**src/rtl/imem_loader_pkg.sv**
```systemverilog
// Shared definitions for the RISC-V instruction-memory loader.
package imem_loader_pkg;

   // Loader sequencing states
   typedef enum logic [2:0] {
      ST_IDLE  = 3'd0,
      ST_RECV  = 3'd1,
      ST_WRITE = 3'd2,
      ST_DONE  = 3'd3,
      ST_ERR   = 3'd4
   } loader_state_e;

   // Default byte address of the first instruction word in memory
   localparam logic [31:0] IMEM_BASE_ADDR = 32'h0100_0000;

   // Bit offset of byte lane 'idx' inside a little-endian 32-bit word
   function automatic logic [4:0] lane_offset(input logic [1:0] idx);
      return {idx, 3'b000};
   endfunction

endpackage

```
**src/rtl/imem_loader_byte_assembler.sv**
```systemverilog
// Collects program bytes, little-endian, into one 32-bit instruction word.
module byte_assembler
   import imem_loader_pkg::*;
(
   input  logic        clk,
   input  logic        rst,
   input  logic        clear,
   input  logic        accept,
   input  logic [7:0]  byte_data,
   output logic [31:0] word,
   output logic        full
);

   logic [1:0]  index_r;
   logic [31:0] assembly_r;

   // Byte-lane counter and assembly register; clear zeroes unfilled lanes for the next word
   always_ff @(posedge clk or negedge rst) begin
      if (!rst) begin
         index_r    <= 2'd0;
         assembly_r <= 32'd0;
      end else if (clear) begin
         index_r    <= 2'd0;
         assembly_r <= 32'd0;
      end else if (accept) begin
         assembly_r[lane_offset(index_r) +: 8] <= byte_data;
         index_r                               <= index_r + 2'd1;
      end
   end

   assign word = assembly_r;
   // The next accepted byte completes the word
   assign full = (index_r == 2'd3);

endmodule

```
**src/rtl/imem_loader.sv**
```systemverilog
// Streams a byte image into instruction memory word by word while holding the CPU.
module imem_loader
   import imem_loader_pkg::*;
#(
   parameter int                AWIDTH    = 32,
   parameter int                DWIDTH    = 32,
   parameter logic [AWIDTH-1:0] BASE_ADDR = AWIDTH'(IMEM_BASE_ADDR),
   parameter int                MAX_WORDS = 1024
) (
   input  logic              clk,
   input  logic              rst,
   input  logic              start_i,
   input  logic              byte_valid_i,
   input  logic [7:0]        byte_data_i,
   input  logic              byte_last_i,
   output logic              byte_ready_o,
   output logic [AWIDTH-1:0] mem_addr_o,
   output logic [DWIDTH-1:0] mem_data_o,
   output logic              mem_write_en_o,
   output logic              mem_read_en_o,
   output logic              busy_o,
   output logic              done_o,
   output logic              error_o,
   output logic              cpu_hold_o,
   output logic [15:0]       word_count_o
);

   localparam logic [15:0] MAX_COUNT = 16'(MAX_WORDS);

   loader_state_e state_r;
   loader_state_e next_state_s;
   logic [15:0]   word_count_r;
   logic          last_r;
   logic          ready_s;
   logic          accept_s;
   logic          overflow_s;
   logic          load_start_s;
   logic          clear_s;
   logic          full_s;
   logic [31:0]   word_s;

   // Bytes are only taken while receiving and while there is still room for another word
   assign ready_s      = (state_r == ST_RECV) && (word_count_r < MAX_COUNT);
   assign accept_s     = byte_valid_i && ready_s;
   assign overflow_s   = (state_r == ST_RECV) && byte_valid_i && (word_count_r >= MAX_COUNT);
   assign load_start_s = start_i && ((state_r == ST_IDLE) || (state_r == ST_DONE) || (state_r == ST_ERR));
   // Assembly restarts on a new load and right after every word is written
   assign clear_s      = load_start_s || (state_r == ST_WRITE);

   byte_assembler u_assembler (
      .clk       (clk),
      .rst       (rst),
      .clear     (clear_s),
      .accept    (accept_s),
      .byte_data (byte_data_i),
      .word      (word_s),
      .full      (full_s)
   );

   // State register
   always_ff @(posedge clk or negedge rst) begin
      if (!rst) begin
         state_r <= ST_IDLE;
      end else begin
         state_r <= next_state_s;
      end
   end

   // Next-state decode
   always_comb begin
      next_state_s = state_r;
      case (state_r)
         ST_IDLE: begin
            if (start_i) next_state_s = ST_RECV;
            else         next_state_s = ST_IDLE;
         end
         ST_RECV: begin
            if (overflow_s)                            next_state_s = ST_ERR;
            else if (accept_s && (full_s || byte_last_i)) next_state_s = ST_WRITE;
            else                                       next_state_s = ST_RECV;
         end
         ST_WRITE: begin
            if (last_r) next_state_s = ST_DONE;
            else        next_state_s = ST_RECV;
         end
         ST_DONE, ST_ERR: begin
            if (start_i) next_state_s = ST_RECV;
            else         next_state_s = state_r;
         end
         default: next_state_s = ST_IDLE;
      endcase
   end

   // Word counter advances as each write completes; last_r remembers whether the word ends the image
   always_ff @(posedge clk or negedge rst) begin
      if (!rst) begin
         word_count_r <= 16'd0;
         last_r       <= 1'b0;
      end else if (load_start_s) begin
         word_count_r <= 16'd0;
         last_r       <= 1'b0;
      end else begin
         if (state_r == ST_WRITE) word_count_r <= word_count_r + 16'd1;
         if (accept_s)            last_r       <= byte_last_i;
      end
   end

   // Moore output decode; the memory bus is driven to zero outside the write cycle
   always_comb begin
      mem_write_en_o = 1'b0;
      mem_addr_o     = {AWIDTH{1'b0}};
      mem_data_o     = {DWIDTH{1'b0}};
      busy_o         = 1'b0;
      done_o         = 1'b0;
      error_o        = 1'b0;
      cpu_hold_o     = 1'b1;
      case (state_r)
         ST_RECV: begin
            busy_o = 1'b1;
         end
         ST_WRITE: begin
            busy_o         = 1'b1;
            mem_write_en_o = 1'b1;
            mem_addr_o     = BASE_ADDR + AWIDTH'({word_count_r, 2'b00});
            mem_data_o     = DWIDTH'(word_s);
         end
         ST_DONE: begin
            done_o     = 1'b1;
            cpu_hold_o = 1'b0;
         end
         ST_ERR: begin
            error_o = 1'b1;
         end
         default: begin
            cpu_hold_o = 1'b1;
         end
      endcase
   end

   assign byte_ready_o  = ready_s;
   assign mem_read_en_o = 1'b0;
   assign word_count_o  = word_count_r;

endmodule

```
**config.mk**
```make
export PLATFORM = sky130hd
export DESIGN_NAME = imem_loader
export DESIGN_NICKNAME = d
export VERILOG_FILES = /design/src/rtl/imem_loader_pkg.sv /design/src/rtl/imem_loader_byte_assembler.sv /design/src/rtl/imem_loader.sv
export SDC_FILE = /design/constraint.sdc
export NUM_CORES = 1
export LEC_CHECK = 0
export BUFFER_PORTS_ARGS = -buffer_cell sky130_fd_sc_hd__buf_2
export CORE_AREA = 2 2 81 102
export DETAILED_ROUTE_END_ITERATION = 6
export DIE_AREA = 0 0 83 104
export GPL_TIMING_DRIVEN = 1
export HOLD_SLACK_MARGIN = 0.02
export PLACE_DENSITY_LB_ADDON = 0.25
export SYNTH_ARGS = -nofsm -noshare
export SYNTH_HDL_FRONTEND = slang
export SYNTH_HIERARCHICAL = 1
export SYNTH_SLANG_ARGS = --single-unit
```
**constraint.sdc**
```tcl
create_clock -name clk -period 5.45 [get_ports clk]
set_input_delay 0.545 -clock clk [delete_from_list [all_inputs] [get_ports clk]]
set_output_delay 0.545 -clock clk [all_outputs]
set_load 0.1 [all_outputs]
```
**Word level (Yosys, flattened, before mapping)**

Cells that the tools add are included.
Widths: inputs -> output; s select.

- Add/subtract/negate cells: 4
- Magnitude comparators: 2
- Eq/ne operators: 6
- Shifts and indexed selects: 2
- Muxes and demuxes: 22
- Reduce and logical (&&, ||, !) cells: 16

Operator list:

| operator | count |
|---|---|
| $mux 32 | 4 |
| $bwmux 32 | 1 |
| $mux 16 | 2 |
| $shift 8x7->32 const A | 1 |
| $shiftx 8x7->32 | 1 |
| $add 25x18->26 const A | 1 |
| $add 16x1->16 const B | 1 |
| $ge 16x11->1 const B | 1 |
| $lt 16x11->1 const B | 1 |
| $pmux 3 s4 | 1 |
| $mux 1 | 8 |
| $mux 2 | 4 |
| $neg 5->7 | 1 |
| $eq 3x2->1 const B | 2 |
| $logic_and 1x1->1 | 6 |
| $mux 3 | 2 |
| $reduce_bool 2->1 | 3 |
| $logic_or 1x1->1 | 4 |
| $reduce_or 2->1 | 2 |
| $eq 3x1->1 const B | 1 |
| $eq 3x3->1 const B | 1 |
| $logic_not 3->1 | 1 |
| $add 2x1->2 const B | 1 |
| $eq 2x2->1 const B | 1 |
| $ne 2x2->1 const B | 1 |

- Register bits: 54
- Input bits: 13
- Output and inout port bits: 87
- Logic and storage cells: 57

**Longest topological paths before layout**

Gate-level depths: netlist (run 1).

- Depth after elaboration: 7
- Depth in mapped cells: 10
- Mapped depth without buffers: 7

**Modules after synthesis**

Netlist (run 1), hierarchy kept.

By module, submodules not included:

| module | instances | cells each | area each (µm²) | seq. area each (µm²) |
|---|---|---|---|---|
| imem_loader | 1 | 192 | 1571.5 | 500.5 |
| byte_assembler | 1 | 104 | 1468.9 | 850.8 |

**Worst setup path after synthesis (run 1)**

Ideal clock, no wire load.

- Path kind: reg2out
- Start: register word_count_r[10] (netlist: word_count_o[10])
- End: output byte_ready_o
- Arrival: 3.394 ns
- Slack: 1.511 ns
- Cell stages (with the launch flop): 4
- Path buffers: 0
- Cell sequence: dfrtp_1 nor2_1 nand3_1 nor3b_1

- Word-level cells in the longest chain between the ends: 2

RTL lines:

| item | line | text |
|---|---|---|
| start, declared | imem_loader.sv:32 | `logic [15:0] word_count_r;` |
| start signal, assigned | imem_loader.sv:103 | `if (state_r == ST_WRITE) word_count_r <= word_count_r + 16'd1;` |
| $lt 16x11->1 | imem_loader.sv:43 | `assign ready_s = (state_r == ST_RECV) && (word_count_r < MAX_COUNT);` |
| $logic_and 1x1->1 | imem_loader.sv:43 |  |
| end, declared | imem_loader.sv:16 | `output logic byte_ready_o,` |

Every way passes these cells.

**Final worst setup path (run 1)**

- Start: register state_r[1]
- End: output mem_data_o[31]

- Word-level cells in the longest chain between the ends: 2

RTL lines:

| item | line | text |
|---|---|---|
| start, declared | imem_loader.sv:30 | `loader_state_e state_r;` |
| start signal, assigned | imem_loader.sv:65 | `state_r <= next_state_s;` |
| $eq 3x2->1 | imem_loader.sv:117 | `case (state_r)` |
| $mux 32 | imem_loader.sv:117 |  |
| end, declared | imem_loader.sv:18 | `output logic [DWIDTH-1:0] mem_data_o,` |

Every way passes these cells.

==> flow_metrics.env, run 1 <==
export IMPL_placed_area_um2=3440
export IMPL_p_clk_frac=0.158
export IMPL_rsz0062_at_grt="false"
export IMPL_vias_per_cell=5.32
export IMPL_cts_tree="built"
export IMPL_clk_latency_ps=300
export IMPL_p_sw_mw=0.743
export IMPL_drive_gt1_frac=0.280
export IMPL_multi_input_area_um2=1510
export IMPL_p_comb_frac=0.487
export IMPL_syn_inst=296
export IMPL_cts_hold_buf=0
export IMPL_final_cell_mix="buf_2 (83), and2_1 (56), dfrtp_1 (54), a32o_1 (25), nor2_1 (24)"
export IMPL_area_growth_pct=16.4
export IMPL_finalHoldViolCount=0
export IMPL_seqCellArea_um2=1350
export IMPL_powerDensity_nw_per_um2=412
export IMPL_cts_resized_gates=0
export IMPL_fin_crit_ps=2720
export IMPL_drt_initial_drc_count=97
export IMPL_p_leak_nw=1.88
export IMPL_vias=2481
export IMPL_worstHoldPathType="input pin to async pin"
export IMPL_rows=36
export IMPL_slew_headroom=0.528
export IMPL_synth_edff_count=0
export IMPL_clock_sink_count=54
export IMPL_outcome="finished, final reports clean"
export IMPL_end_kind="primary output"
export IMPL_critPathKind="flip-flop to primary output"
export IMPL_p_int_mw=0.714
export IMPL_ys_ff_latch=54
export IMPL_synth_distinct_cells=42
export IMPL_p_total_mw=1.46
export IMPL_antenna_found_initial=0
export IMPL_cts_setup_buffers=0
export IMPL_period_share=0.500
export IMPL_num_antenna_cells=0
export IMPL_cts_buffers=5
export IMPL_grt_overflow=0
export IMPL_critical_path_max_fanout=56
export IMPL_synthFlopType="dfrtp_1"
export IMPL_die_y_um=104
export IMPL_postRouteAntennaNets=0
export IMPL_yosys_warnings=6
export IMPL_grt_max_degree=57
export IMPL_dp_hpwl_mm=5.12
export IMPL_fmax_mhz=367
export IMPL_first_pass_iters=4
export IMPL_final_nets=391
export IMPL_ir_worst_vdd_uv=280
export IMPL_start_util=0.395
export IMPL_setup_tns_ps=0
export IMPL_cts_max_level=2
export IMPL_coreArea_um2=7700
export IMPL_die_area_um2=8630
export IMPL_syn_area_um2=3040
export IMPL_cts_path_max_buffers=2
export IMPL_top_level_ports=100
export IMPL_grt_pass1_wl_mm=11.9
export IMPL_wire_per_inst_um=15.5
export IMPL_avgSynthCellArea_um2=10.3
export IMPL_fin_area_um2=3540
export IMPL_setup_viol=0
export IMPL_gp_congestion=0.789
export IMPL_cap_violations=0
export IMPL_grt_pass1_vias=2330
export IMPL_synth_seq_area_share=0.444
export IMPL_drv_slew=0
export IMPL_clk_pin_slew_worst_paths_ps=90
export IMPL_swShare=0.510
export IMPL_cp_data_arrival_time_ps=2180
export IMPL_wl_mm=7.22
export IMPL_fillCellCount=754
export IMPL_cp_required_ps=4910
export IMPL_cp_start_kind="flip-flop"
export IMPL_layout_commonest_cell="buf_2"
export IMPL_cts_root_buf="clkbuf_8"
export IMPL_port_buffers=83
export IMPL_utilization=0.460
export IMPL_die_w_um=83
export IMPL_drc_errors=0
export IMPL_grt_use_total=0.168
export IMPL_p_seq_frac=0.355
export IMPL_worst_slew_pin_slew_ps=708
export IMPL_finClkSkew_ps=7.41
export IMPL_synthArstFlopShare=1.00
layer usage:
metal / up-vias / track usage / routed length (um)
li1: 1161 / - / -
met1: 1212 / 0.229 / 3270
met2: 95 / 0.263 / 3380
met3: 13 / 0.0373 / 409
met4: 0 / 0.0597 / 165
met5: - / 0 / 0
stage by stage:
step | hold slack [ps] | instances | worst slack, ps
final | 350 | 466 | 2730
after global routing | 416 | 466 | 2580
after CTS | 378 | 466 | 2710
after detailed placement | 475 | 458 | 3030
after global placement | 465 | 458 | 3070
after floorplan | 249 | 311 | 1510
Yosys cell counts (2+ instances only):
| cell | n | area [um2] |
|---|---|---|
| a32o_2 | 7 | 78.8 |
| nand2_1 | 8 | 30.0 |
| nor2_1 | 24 | 90.1 |
| a21oi_1 | 9 | 45.0 |
| a32o_1 | 25 | 250 |
| mux2i_1 | 3 | 30.0 |
| nand3_1 | 4 | 20.0 |
| nor2b_1 | 3 | 18.8 |
| buf_4 | 17 | 128 |
| xnor2_1 | 5 | 43.8 |
| dfrtp_1 | 54 | 1350 |
| nor4_1 | 2 | 12.5 |
| buf_6 | 2 | 22.5 |
| o21ai_0 | 5 | 25.0 |
| ha_1 | 8 | 100 |
| o31ai_1 | 2 | 15.0 |
| nand4_1 | 6 | 37.5 |
| buf_2 | 3 | 15.0 |
| inv_1 | 10 | 37.5 |
| or3_1 | 4 | 25.0 |
| and2_1 | 56 | 350 |
| xor2_1 | 7 | 61.3 |
| and3_1 | 4 | 25.0 |
| clkbuf_1 | 10 | 37.5 |
flip-flops by register name (all words and copies together) (netlist names):
signal and count:
u_assembler/index_r 2, u_assembler/word 32, state_r 3, last_r 1
word_count_o 16
kinds of logic (layout without fill, tap and decap cells):
family,Yosys count,after routing,share of synthesized area
other,1,16,0.00123
adders and majority gates,8,8,0.0329
AOI/OAI and AO/OA,53,53,0.151
xor gates and xnor gates,12,12,0.0346
DFF,54,54,0.444
buffers and inverters,43,103,0.0807
muxes,3,3,0.00988
and+or+nand+nor,122,122,0.246
cell type report:
cell class,instances,area share
inverter,10,0.0106
clock inverter,2,0.00353
timing repair buffer,85,0.122
tap,95,0.0336
sequential,54,0.382
multi-input combinational,214,0.426
clock buffer,6,0.0233
power by group through the flow:
| stage | Sequential, mW | Combinational (mW) | Clock (mW) |
|---|---|---|---|
| 6_report | 0.517 | 0.710 | 0.230 |
| 5_1_grt | 0.528 | 0.763 | 0.258 |
| 4_1_cts | 0.518 | 0.711 | 0.240 |
| 3_5_place_dp | 0.526 | 0.710 | 0 |
| 3_3_place_gp | 0.524 | 0.703 | 0 |
| 2_1_floorplan | 0.529 | 0.589 | 0 |
worst paths after layout:
path	from	to	slack [ps]	cells after the start
worst max-delay path	state_r[1]	mem_data_o[31]	2730	4
worst min-delay path	rst	word_count_o[15]	350	2
min in group clk	u_assembler/word[5]	u_assembler/word[5]	490	1
worst max register to register	state_r[0]	u_assembler/word[13]	2980	7
max in group asynchronous	rst	u_assembler/index_r[0]	4620	2
worst min register to register	u_assembler/word[5]	u_assembler/word[5]	490	1
worst max-delay path, stage by stage, from the launching register on:
cell and delay [ps]:
dfrtp_1 540, nor3b_4 230, buf_4 410, and2_1 230, buf_2 440
Note: power is estimated with default switching activity, not from simulation.
==> run 2, diff against run 1 <==
ABC_AREA = 1   (was default)
CORE_AREA = 2 2 85 107   (was 2 2 81 102)
DIE_AREA = 0 0 87 109   (was 0 0 83 104)
clock period = 2.35 ns   (was 5.45 ns; I/O delays follow)
==> flow_metrics.env, run 2 <==
export IMPL_holdWs_ps=179
export IMPL_syn_area_um2=3380
export IMPL_first_pass_iters=5
export IMPL_grt_overflow=0
export IMPL_crit_chain="inv_1, nand2_4, buf_4, nor2_1, buf_2"
export IMPL_postRouteAntennaNets=0
export IMPL_synthTopCellsByCount="nand2_1 (166), nor2_1 (102), inv_1 (68)"
export IMPL_clk_pin_slew_worst_paths_ps=100
export IMPL_end_kind="primary output"
export IMPL_clock_sink_count=54
export IMPL_antenna_found_initial=0
export IMPL_cts_tree="built"
export IMPL_cts_root_buf="clkbuf_8"
export IMPL_synthArstFlopShare=1.00
export IMPL_synth_top_area_cell="dfrtp_1"
export IMPL_hold_start="byte_last_i"
export IMPL_finClkSkew_ps=7.68
export IMPL_cp_required_ps=2120
export IMPL_vias=3240
export IMPL_largest_reg_flops=32
export IMPL_p_total_mw=3.73
export IMPL_maxUsedRoutingLayer="met4"
export IMPL_rsz0062_at_grt="false"
export IMPL_drv_slew=0
export IMPL_vias_per_cell=4.68
export IMPL_cp_data_arrival_time_ps=1840
export IMPL_top_level_ports=100
export IMPL_drt_initial_drc_count=119
export IMPL_num_antenna_cells=0
export IMPL_cap_violations=0
export IMPL_drc_errors=0
export IMPL_cp_start_kind="flip-flop"
export IMPL_cts_path_max_buffers=2
export IMPL_area_growth_pct=19.2
export IMPL_fin_area_um2=4030
export IMPL_critPathLaunch="state_r[0]"
export IMPL_rr_startpoint="u_assembler/index_r[0]"
export IMPL_placed_area_um2=3930
export IMPL_rows=38
export IMPL_synth_edff_count=0
export IMPL_final_nets=612
export IMPL_start_util=0.397
export IMPL_synth_seq_area_share=0.400
export IMPL_yosys_warnings=6
export IMPL_synth_top_area_share=0.400
export IMPL_synth_distinct_cells=29
export IMPL_finalHoldViolCount=0
export IMPL_synthFlopType="dfrtp_1"
export IMPL_worstHoldPathType="input pin to flip-flop"
export IMPL_syn_inst=505
export IMPL_cts_max_level=2
export IMPL_dr_wl_met3_um=406
export IMPL_drive_gt1_frac=0.255
export IMPL_die_area_um2=9480
export IMPL_avgSynthCellArea_um2=6.70
export IMPL_synthTopCellsByArea="dfrtp_1 (40%), nand2_1 (18%), nor2_1 (11%)"
export IMPL_fin_ws_ps=272
export IMPL_cts_setup_buffers=0
export IMPL_die_w_um=87
export IMPL_final_cells=692
export IMPL_place_ws_ps=464
export IMPL_period_share=0.884
export IMPL_critPathKind="flip-flop to primary output"
export IMPL_slowest_stage="buf_2"
export IMPL_yosys_cell_count_top_type="nand2_1"
export IMPL_ir_worst_vdd_uv=369
export IMPL_gp_congestion=0.911
export IMPL_dp_hpwl_mm=6.43
export IMPL_outcome="finished, final reports clean"
export IMPL_setup_tns_ps=0
export IMPL_final_cell_mix="nand2_1 (166), buf_2 (83), inv_1 (68), nor2_1 (66), dfrtp_1 (54)"
export IMPL_powerDensity_nw_per_um2=924
export IMPL_setup_viol=0
export IMPL_die_y_um=109
export IMPL_slew_headroom=0.575
export IMPL_worst_slew_pin_slew_ps=635
export IMPL_fin_crit_ps=2080
export IMPL_clk_latency_ps=310
export IMPL_wire_per_inst_um=12.1
export IMPL_fmax_mhz=481
export IMPL_ys_ff_latch=54
export IMPL_utilization=0.474
export IMPL_cts_resized_gates=0
export IMPL_layout_commonest_cell="nand2_1"
export IMPL_port_buffers=83
export IMPL_critical_path_max_stage_delay_ps=440
export IMPL_grt_use_total=0.180
export IMPL_coreArea_um2=8510
export IMPL_wl_met1_mm=3.64
export IMPL_cts_buffers=5
export IMPL_grt_max_degree=31
export IMPL_grt_pass1_wl_mm=13.7
export IMPL_grt_pass1_vias=2986
export IMPL_wl_met2_mm=4.14
export IMPL_p_leak_nw=2.17
export IMPL_place_inst=683
export IMPL_critical_path_max_fanout=21
export IMPL_wl_mm=8.39
[run 2: cell count changes after synthesis, sizes merged, moves of 5 or more]
cell / delta
a21oi: +10
a32o: -32
and2: -57
clkbuf: -9
inv: +62
nand2: +163
nand3: +8
nor2: +84
nor3: +6
o21ai: +7
xnor2: -5
xor2: -7
[run 2: final cells by class]
class | count | area (um2)
Fill cell | 887 | 4480
Multi-Input combinational cell | 366 | 1700
Sequential cell | 54 | 1350
Timing Repair Buffer | 91 | 490
Inverter | 73 | 274
Tap cell | 100 | 125
Clock buffer | 5 | 68.8
Clock inverter | 3 | 21.3
[run 2: per-layer routing]
layer,up-vias,global-route usage
met3,20,0.0242
met4,0,0.0815
li1,1655,-
met1,1464,0.226
met2,101,0.306
met5,-,0
[run 2: what timing repair did]
action	in CTS	in global routing
hold endpoints to repair	25	0
hold buffers	1	0
endpoints found under the setup margin	0	0
[run 2: critical path: cells and delay by family, from the launching register on]
kind                   cells  cell delay, ps
DFF                        1             430
and+or+nand+nor            2             230
buffers and inverters      3             870
[run 2: logic make-up after synthesis]
| kind of cell | count (synthesis) | synth area share |
|---|---|---|
| AND/OR/NAND/NOR | 308 | 0.372 |
| buffers and inverters | 100 | 0.141 |
| flip-flops | 54 | 0.400 |
| AO/OA/AOI/OAI | 34 | 0.0570 |
| adder cells (fa/ha/maj) | 8 | 0.0296 |
| other | 1 | 0.00111 |
[run 2: path summary, 6_finish.rpt]
check | cells past startpoint | slack (ps) | to
max | 5 | 270 | mem_data_o[3]
max in group asynchronous | 3 | 1230 | u_assembler/word[24]
min | 3 | 180 | last_r
min in group asynchronous | 2 | 470 | u_assembler/word[0]
min reg2reg | 2 | 490 | u_assembler/word[4]
max reg2reg | 5 | 450 | u_assembler/word[0]
[run 2: power by group]
part	total, mW	internal, mW	switching [mW]
Sequential	1.17	1.06	0.112
Combinational	2.03	0.399	1.63
Clock	0.534	0.210	0.323
==> run 3, diff against run 2 <==
CORE_AREA = 2 2 121 76   (was 2 2 85 107)
DIE_AREA = 0 0 123 78   (was 0 0 87 109)
clock period = 2.2 ns   (was 2.35 ns; I/O delays follow)
==> flow_metrics.env, run 3 (same netlist as run 2, synthesis figures left out) <==
export IMPL_cts_path_max_buffers=2
export IMPL_final_cell_mix="nand2_1 (166), inv_1 (68), nor2_1 (66), dfrtp_1 (53), buf_12 (51)"
export IMPL_coreArea_um2=8390
export IMPL_cp_start_kind="flip-flop"
export IMPL_path_buf_inv=2
export IMPL_critPathKind="flip-flop to primary output"
export IMPL_cts_buffers=5
export IMPL_worst_slew_pin_slew_ps=648
export IMPL_dp_hpwl_mm=7.03
export IMPL_drv_slew=0
export IMPL_slowest_stage="dfrtp_1"
export IMPL_drive_gt1_frac=0.258
export IMPL_period_share=0.877
export IMPL_setup_viol=0
export IMPL_final_nets=613
export IMPL_rsz0062_at_grt="false"
export IMPL_fin_crit_ps=1930
export IMPL_powerDensity_nw_per_um2=938
export IMPL_whs_path_depth=3
export IMPL_fin_ws_ps=271
export IMPL_die_y_um=78
export IMPL_die_area_um2=9590
export IMPL_fmax_mhz=518
export IMPL_place_inst=696
export IMPL_critical_path_max_stage_delay_ps=430
export IMPL_outcome="finished, final reports clean"
export IMPL_grt_max_degree=30
export IMPL_worstHoldPathType="input pin to flip-flop"
export IMPL_rr_endpoint="u_assembler/word[29]"
export IMPL_clk_pin_slew_worst_paths_ps=70
export IMPL_grt_pass1_wl_mm=15.1
export IMPL_hold_start="byte_last_i"
export IMPL_wl_mm=9.00
export IMPL_start_util=0.403
export IMPL_final_cells=705
export IMPL_holdPathEnd="last_r"
export IMPL_cts_max_level=2
export IMPL_p_leak_nw=2.36
export IMPL_ir_worst_vdd_uv=623
export IMPL_finalHoldViolCount=0
export IMPL_layout_commonest_cell="nand2_1"
export IMPL_grt_overflow=0
export IMPL_utilization=0.589
export IMPL_grt_use_total=0.200
export IMPL_place_ws_ps=364
export IMPL_vias=3353
export IMPL_clk_latency_ps=290
export IMPL_grt_pass1_vias=3025
export IMPL_antenna_found_initial=0
export IMPL_finClkSkew_ps=2.98
export IMPL_port_buffers=83
export IMPL_largest_reg_flops=32
export IMPL_cts_tree="built"
export IMPL_drt_initial_drc_count=257
export IMPL_top_level_ports=100
export IMPL_die_w_um=123
export IMPL_postRouteAntennaNets=0
export IMPL_wire_per_inst_um=12.8
export IMPL_clock_sink_count=54
export IMPL_critical_path_max_fanout=5
export IMPL_slew_headroom=0.568
export IMPL_cts_root_buf="clkbuf_16"
export IMPL_rows=26
export IMPL_cp_top_family="buffers and inverters"
export IMPL_vias_per_cell=4.76
export IMPL_rr_startpoint="state_r[0]"
export IMPL_first_pass_iters=5
export IMPL_cp_required_ps=1980
export IMPL_drc_errors=0
export IMPL_cp_data_arrival_time_ps=1710
export IMPL_p_total_mw=4.64
export IMPL_area_growth_pct=46.2
export IMPL_r2r_cells=9
export IMPL_cap_violations=0
export IMPL_crit_chain="nor2_1, inv_1, nor2_2, buf_2"
export IMPL_num_antenna_cells=0
export IMPL_cts_setup_buffers=0
export IMPL_end_kind="primary output"
export IMPL_rrSetupSlack_ps=320
export IMPL_gp_congestion=0.965
==> run 3: changes by cell type in the layout (fill, tap and decap cells not counted) <==
| cell | previous run | this run |
|---|---|---|
| clkinv_2 | 1 | 0 |
| nor2_2 | 39 | 33 |
| clkinvlp_4 | 1 | 0 |
| clkbuf_16 | 0 | 5 |
| buf_12 | 1 | 51 |
| clkinv_4 | 1 | 0 |
| dfrtp_1 | 54 | 53 |
| dfrtp_2 | 0 | 1 |
| buf_2 | 83 | 34 |
| clkbuf_8 | 5 | 1 |
| nor2_4 | 3 | 9 |
| bufinv_16 | 0 | 2 |
==> run 3: timing repair <==
item,4_1_cts,5_1_grt
resized for setup,0,0
endpoints found under the hold margin,25,0
hold buffers,1,0
==> run 3: worst max-delay path by stage <==
stage | from | to | slack [ps] | depth (start not counted)
6_report | state_r[0] | error_o | 270 | 4
5_1_grt | state_r[0] | error_o | 150 | 4
4_1_cts | state_r[0] | error_o | 270 | 4
3_5_place_dp | state_r[0] | u_assembler/word[29] | 360 | 9
3_3_place_gp | word_count_o[13] | u_assembler/word[16] | 440 | 8
2_1_floorplan | state_r[0] | mem_data_o[25] | -310 | 5
==> run 3: layer usage <==
metal / GRT usage / share of wire / vias up
met5: 0 / 0 / -
met2: 0.281 / 0.41 / 134
met1: 0.303 / 0.49 / 1543
met3: 0.0537 / 0.085 / 10
li1: - / - / 1666
met4: 0.0409 / 0.0097 / 0
==> run 3: layout make-up <==
cell class	count	area, um2
tap	112	140
clock inverter	2	60.1
timing repair buffer	92	1250
inverter	73	274
clock buffer	6	139
fill	726	3450
multi-input combinational	366	1730
sequential	54	1350
==> run 3: tightest hold or removal path, stage by stage <==
cell	delay [ps]
buf_2	100
nand2_1	60
a21oi_1	60
==> run 3: per-stage QoR <==
| stage | instance area (um2) | setup TNS [ps] | hold WS, ps |
|---|---|---|---|
| 2_1_floorplan | 3560 | -2960 | -75.6 |
| 3_3_place_gp | 4730 | 0 | 262 |
| 3_5_place_dp | 4730 | 0 | 276 |
| 4_1_cts | 4940 | 0 | 178 |
| 5_1_grt | 4940 | 0 | 184 |
| 6_report | 4940 | 0 | 189 |
==> run 3: power by group <==
group	internal (mW)	total [mW]	switching, mW
registers	1.13	1.25	0.125
logic	0.549	2.35	1.80
clock network	0.683	1.04	0.355
